==> src/rtl/sipo_pkg.sv <==
// Shared constants for the 2-bit serial symbol link (serializer and collector sides).
package sipo_pkg;
  localparam int SYM_W  = 2;
  localparam int WORD_W = 16;
  localparam int PAIRS  = WORD_W / SYM_W;
  localparam int CNT_W  = $clog2(PAIRS);

  // Nominal spacing between symbols driven by the serializer.
  function automatic int sym_gap(input int tbl);
    return tbl + 2;
  endfunction
endpackage

==> src/rtl/sipo_fifo2.sv <==
// Two-entry word FIFO; entry 0 is always the head. Push is taken when not full
// or when a pop happens on the same edge. Output is the registered head entry.
module sipo_fifo2
  import sipo_pkg::*;
(
  input  logic              clk,
  input  logic              rst_n,
  input  logic              push_i,
  input  logic [WORD_W-1:0] din_i,
  input  logic              pop_i,
  output logic [WORD_W-1:0] dout_o,
  output logic              full_o,
  output logic              empty_o
);

  logic [WORD_W-1:0] ent0_q, ent0_d;
  logic [WORD_W-1:0] ent1_q, ent1_d;
  logic [1:0]        cnt_q, cnt_d;
  logic              pop;
  logic              push;

  assign pop  = pop_i && (cnt_q != 2'd0);
  assign push = push_i && ((cnt_q != 2'd2) || pop);

  always_comb begin
    ent0_d = ent0_q;
    ent1_d = ent1_q;
    cnt_d  = cnt_q;
    case ({push, pop})
      2'b10: begin
        if (cnt_q == 2'd0) ent0_d = din_i;
        else               ent1_d = din_i;
        cnt_d = cnt_q + 2'd1;
      end
      2'b01: begin
        ent0_d = ent1_q;
        cnt_d  = cnt_q - 2'd1;
      end
      2'b11: begin
        // Count is unchanged; the new word goes behind whatever remains.
        if (cnt_q == 2'd1) begin
          ent0_d = din_i;
        end else begin
          ent0_d = ent1_q;
          ent1_d = din_i;
        end
      end
      default: ;
    endcase
  end

  always_ff @(posedge clk or negedge rst_n) begin
    if (!rst_n) begin
      ent0_q <= '0;
      ent1_q <= '0;
      cnt_q  <= 2'd0;
    end else begin
      ent0_q <= ent0_d;
      ent1_q <= ent1_d;
      cnt_q  <= cnt_d;
    end
  end

  assign dout_o  = ent0_q;
  assign full_o  = (cnt_q == 2'd2);
  assign empty_o = (cnt_q == 2'd0);

endmodule

==> src/rtl/sipo_collect.sv <==
// Collects 8 two-bit symbols (first symbol -> word bits [15:14]) into a 16-bit word, queued 2 deep.
// Define SIPO_TIMEOUT_EN to discard a partial word after TIMEOUT idle cycles between symbols.
module sipo_collect
  import sipo_pkg::*;
#(
  parameter int TBL     = 15,
  parameter int TIMEOUT = 2 * sym_gap(TBL)
) (
  input  logic              clk,
  input  logic              rst_n,
  input  logic [SYM_W-1:0]  data_serial_i,
  input  logic              valid_serial_i,
  output logic [WORD_W-1:0] data_parallel_o,
  output logic              valid_parallel_o,
  input  logic              ready_i,
  output logic              overflow_o,
  output logic              timeout_o,
  output logic              busy_o
);

  // A timeout shorter than the nominal spacing would tear up normal traffic.
  if (TIMEOUT < sym_gap(TBL)) begin : g_bad_timeout
    $error("sipo_collect: TIMEOUT shorter than the nominal symbol spacing");
  end

  logic [WORD_W-SYM_W-1:0] sh_q, sh_d;
  logic [CNT_W-1:0]        cnt_q, cnt_d;
  logic                    overflow_q, overflow_d;
  logic                    push;
  logic                    pop;
  logic                    fifo_full;
  logic                    fifo_empty;
  logic [WORD_W-1:0]       word;

`ifdef SIPO_TIMEOUT_EN
  localparam int GAP_W = $clog2(TIMEOUT + 1);
  logic [GAP_W-1:0] gap_q, gap_d;
  logic             timeout_q, timeout_d;
`endif

  assign word = {sh_q, data_serial_i};
  assign push = valid_serial_i && (cnt_q == CNT_W'(PAIRS - 1));
  assign pop  = !fifo_empty && ready_i;

  always_comb begin
    sh_d       = sh_q;
    cnt_d      = cnt_q;
    overflow_d = push && fifo_full && !pop;
    if (valid_serial_i) begin
      sh_d  = word[WORD_W-SYM_W-1:0];
      cnt_d = push ? '0 : cnt_q + 1'b1;
    end
`ifdef SIPO_TIMEOUT_EN
    gap_d     = gap_q;
    timeout_d = 1'b0;
    if (valid_serial_i) begin
      gap_d = '0;
    end else if (cnt_q != '0) begin
      // Last allowed idle cycle with no symbol: drop the partial word now.
      if (gap_q == GAP_W'(TIMEOUT - 1)) begin
        sh_d      = '0;
        cnt_d     = '0;
        gap_d     = '0;
        timeout_d = 1'b1;
      end else begin
        gap_d = gap_q + 1'b1;
      end
    end else begin
      gap_d = '0;
    end
`endif
  end

  always_ff @(posedge clk or negedge rst_n) begin
    if (!rst_n) begin
      sh_q       <= '0;
      cnt_q      <= '0;
      overflow_q <= 1'b0;
`ifdef SIPO_TIMEOUT_EN
      gap_q      <= '0;
      timeout_q  <= 1'b0;
`endif
    end else begin
      sh_q       <= sh_d;
      cnt_q      <= cnt_d;
      overflow_q <= overflow_d;
`ifdef SIPO_TIMEOUT_EN
      gap_q      <= gap_d;
      timeout_q  <= timeout_d;
`endif
    end
  end

  sipo_fifo2 u_fifo (
    .clk     (clk),
    .rst_n   (rst_n),
    .push_i  (push),
    .din_i   (word),
    .pop_i   (pop),
    .dout_o  (data_parallel_o),
    .full_o  (fifo_full),
    .empty_o (fifo_empty)
  );

  assign valid_parallel_o = !fifo_empty;
  assign overflow_o       = overflow_q;
  assign busy_o           = (cnt_q != '0);
`ifdef SIPO_TIMEOUT_EN
  assign timeout_o        = timeout_q;
`else
  assign timeout_o        = 1'b0;
`endif

endmodule

==> config.mk <==
export PLATFORM = sky130hd
export DESIGN_NAME = sipo_collect
export DESIGN_NICKNAME = d
export VERILOG_FILES = /design/src/rtl/sipo_pkg.sv /design/src/rtl/sipo_fifo2.sv /design/src/rtl/sipo_collect.sv
export SDC_FILE = /design/constraint.sdc
export NUM_CORES = 1
export LEC_CHECK = 0
export CORE_ASPECT_RATIO = 2
export CORE_UTILIZATION = 40
export DETAILED_ROUTE_END_ITERATION = 10
export HOLD_SLACK_MARGIN = 0.1
export PLACE_DENSITY_LB_ADDON = 0.05
export SLEW_MARGIN = 20
export SYNTH_ARGS = -nofsm -noshare
export SYNTH_HDL_FRONTEND = slang
export SYNTH_SLANG_ARGS = --single-unit
==> constraint.sdc <==
create_clock -name clk -period 1.85 [get_ports clk]
set_input_delay 0.2775 -clock clk [delete_from_list [all_inputs] [get_ports clk]]
set_output_delay 0.2775 -clock clk [all_outputs]
set_load 0.01 [all_outputs]
==> flow_summary.toml <==
[outcome]
status = "finished, final reports clean"

[placement]
place_ws_ns = -0.1521
post-place-cells = 329
globalplace.congestion = 0.7585
hpwl_microns = 3700
port_buffers = 24

[synthesis]
synth_top_area_share_pct = 51.31
yosys.area.top_type = "dfrtp_1"
synth_seq_cells = 52
synth_nets = 228
syn-cell-area_sq_um = 2536
syn_area_per_cell_sq_um = 11.74
synth_cell_types = 33
syn_inst = 216
yosys_warnings = 0
synth_area_leaders = "dfrtp_1 (51%), mux2_2 (15%), mux2i_1 (5.5%)"
ys_seq_area_share_pct = 51.31

[route]
ant_nets = 0
dr.first_iter.drc_count = 41
drc = 0
wire_per_inst_microns = 16.18
route.vias.total = 1770
wirelength_microns = 5582
firstDrtPassIters = 5
vias_per_cell = 5.130

[layout]
nFillCells = 533
utilization_pct = 55.08
finalNetCount = 272
antennaDiodeCount = 0
instances_no_fill = 345
area_delta_synth_final_pct = 31.52
drive_gt1_share_pct = 31.42

[sta]
final.setup_skew_ns = 0.005856
clock.fmax_mhz = 545.8
fin_crit_ns = 1.832
maxSlewViolCount = 0
setup_viol = 0
period_share_pct = 99.04
hold_violations = 0
setup_slack_ns = 0.01783

[critical_path]
cpMostUsedCell = "buf_4"
crit_slowest_cell = "dfrtp_1"
start_kind = "flop"
crit_path_end_kind = "flop"
crit_arrival_ns = 2.01
reg2reg_slack_ns = 0.02
required_ns = 2.03
slowest_delay_ns = 0.40
critPathKind = "flop to flop"
cp_max_fo = 8
path_cells = "buf_4 -> ha_2 -> a2111oi_4 -> buf_4 -> clkbuf_16 -> mux2_2"

[floorplan]
initial_core_util_pct = 41.88
ios = 26
dieArea_sq_um = 6682
coreArea_sq_um = 6056
die_width_microns = 58.31
num_rows = 40
die_h_microns = 114.6

[job]
maxCapViolCount = 0

[clocking]
cts_root_buf = "clkbuf_16"
htreeDepth = 2
clock_latency_ns = 0.29
path_clk_slew_ns = 0.07
clock_sinks = 52
cts_tree = "built"
cts_buffers = 5
clockBufferDepth = 2

[grt]
grt_pass1_wl_microns = 9128
grt_max_degree = 34
grt_pass1_vias = 1863
track_usage_pct = 18.32
grt_overflow = 0
antenna_found_initial = 0

[power]
p_leak_uw = 0.001436
ir_worst_vdd_uv = 895.1
cellPowerDensity_nw_per_um2 = 1538

[worst_hold_path]
hold_class = "primary input to async pin"
==> cell families after synthesis <==
logic type	Yosys count	share of synthesized area, %
AOI/OAI and AO/OA	59	15.59
buffers and inverters	23	4.341
and+or+nand+nor	27	5.132
muxes	47	20.18
other	1	0.1479
adders and majority gates	6	2.960
xor gates and xnor gates	1	0.3454
DFF	52	51.31
==> repair_timing <==
item / in CTS / in global routing
gates cloned: 0 / 2
setup buffers: 0 / 6
pin swaps: 0 / 3
hold buffers: 1 / 0
setup endpoints to repair: 3 / 32
endpoints found under the hold margin: 19 / 0
gates resized for setup: 3 / 12
==> final cells by class <==
type,count,area [sq um],share of cell area (%)
Inverter,10,37.54,1.125
Clock buffer,5,125.1,3.751
Sequential cell,52,1301,39.01
Multi-Input combinational cell,141,1201,36.01
Tap cell,84,105.1,3.151
Clock inverter,3,23.77,0.7127
Timing Repair Buffer,50,541.8,16.24
==> layout by cell type, fill, tap and decap left out, types with 2 or more instances in the layout <==
master,netlist,layout
o21ai_0,17,17
mux2_2,33,29
buf_4,3,17
clkdlybuf4s50_1,0,22
ha_4,0,3
nor2_1,13,12
clkinvlp_4,0,2
ha_2,0,2
clkbuf_16,0,7
nand2_1,6,4
inv_2,0,2
a21oi_1,13,13
dfrtp_1,52,52
nand2_2,0,2
mux2_4,0,4
a2bb2oi_1,12,11
o22ai_1,7,7
a21boi_0,4,4
mux2i_1,14,14
buf_12,0,6
inv_1,10,8
==> worst max-delay path: cells and delay by family, from the launching register on <==
family	cells	cell delay, ns
buf+inv	3	0.50
fa+ha+maj	1	0.21
mux	1	0.32
flops	1	0.40
compound gates	1	0.29
==> state kept, by name (all words and copies together), names as in the netlist <==
register	count
u_fifo.cnt_q	2
overflow_o	1
u_fifo.dout_o	16
u_fifo.ent1_q	16
cnt_q	3
sh_q	14
==> synthesized netlist by cell type <==
library cell / n
nand2_1: 6
o221ai_1: 1
ha_1: 6
a21oi_1: 13
and3b_1: 1
buf_2: 4
xnor2_1: 1
nor2b_2: 1
and2_0: 1
or2b_1: 1
inv_1: 10
a2bb2oi_1: 12
nor2b_1: 1
and3_1: 1
a2111oi_4: 1
mux2_2: 33
buf_4: 3
conb_1: 1
o311ai_0: 1
dfrtp_1: 52
o21ai_2: 1
buf_6: 1
and2b_2: 1
a21boi_0: 4
o21ai_0: 17
clkbuf_1: 4
mux2i_1: 14
nor2_1: 13
o22ai_1: 7
a21o_1: 1
buf_1: 1
nand2b_1: 1
o21ai_1: 1
==> stage by stage <==
stage / cell area (sq um) / total power (uW) / hold WS [ns] / setup TNS [ns]
2_1_floorplan: 2560 / 3184 / -0.01809 / -0.1312
3_3_place_gp: 3034 / 3984 / 0.2576 / -1.680
3_5_place_dp: 3034 / 4060 / 0.2651 / -2.548
4_1_cts: 3199 / 5025 / 0.4883 / 0
5_1_grt: 3336 / 5471 / 0.5226 / -0.08658
6_report: 3336 / 5129 / 0.4697 / 0
==> per-layer routing <==
metal	up-vias	share of wire [%]	routed length [microns]	global-route usage, %
li1	860	-	-	-
met2	26	56	3121	32.64
met3	9	2.0	111	3.164
met5	-	0	0	0
met4	0	2.0	111	7.937
met1	875	40	2237	20.84
==> power by group <==
part	total (uW)	leakage [uW]	switching, uW	internal (uW)
sequential	1900	0.000633	327	1580
combinational	2300	0.000737	963	1340
clock	924	0.0000660	421	504
==> worst paths after layout <==
| path | from | end | depth (start not counted) |
|---|---|---|---|
| max | u_fifo.cnt_q[0] | u_fifo.ent1_q[5] | 6 |
| min | rst_n | sh_q[7] | 2 |
| max reg2reg | u_fifo.cnt_q[0] | u_fifo.ent1_q[5] | 6 |
| min reg2reg | u_fifo.ent1_q[15] | u_fifo.ent1_q[15] | 1 |
| max in group asynchronous | rst_n | u_fifo.ent1_q[8] | 3 |
| min in group clk | u_fifo.ent1_q[15] | u_fifo.ent1_q[15] | 1 |
Note: power is estimated with default switching activity, not from simulation.
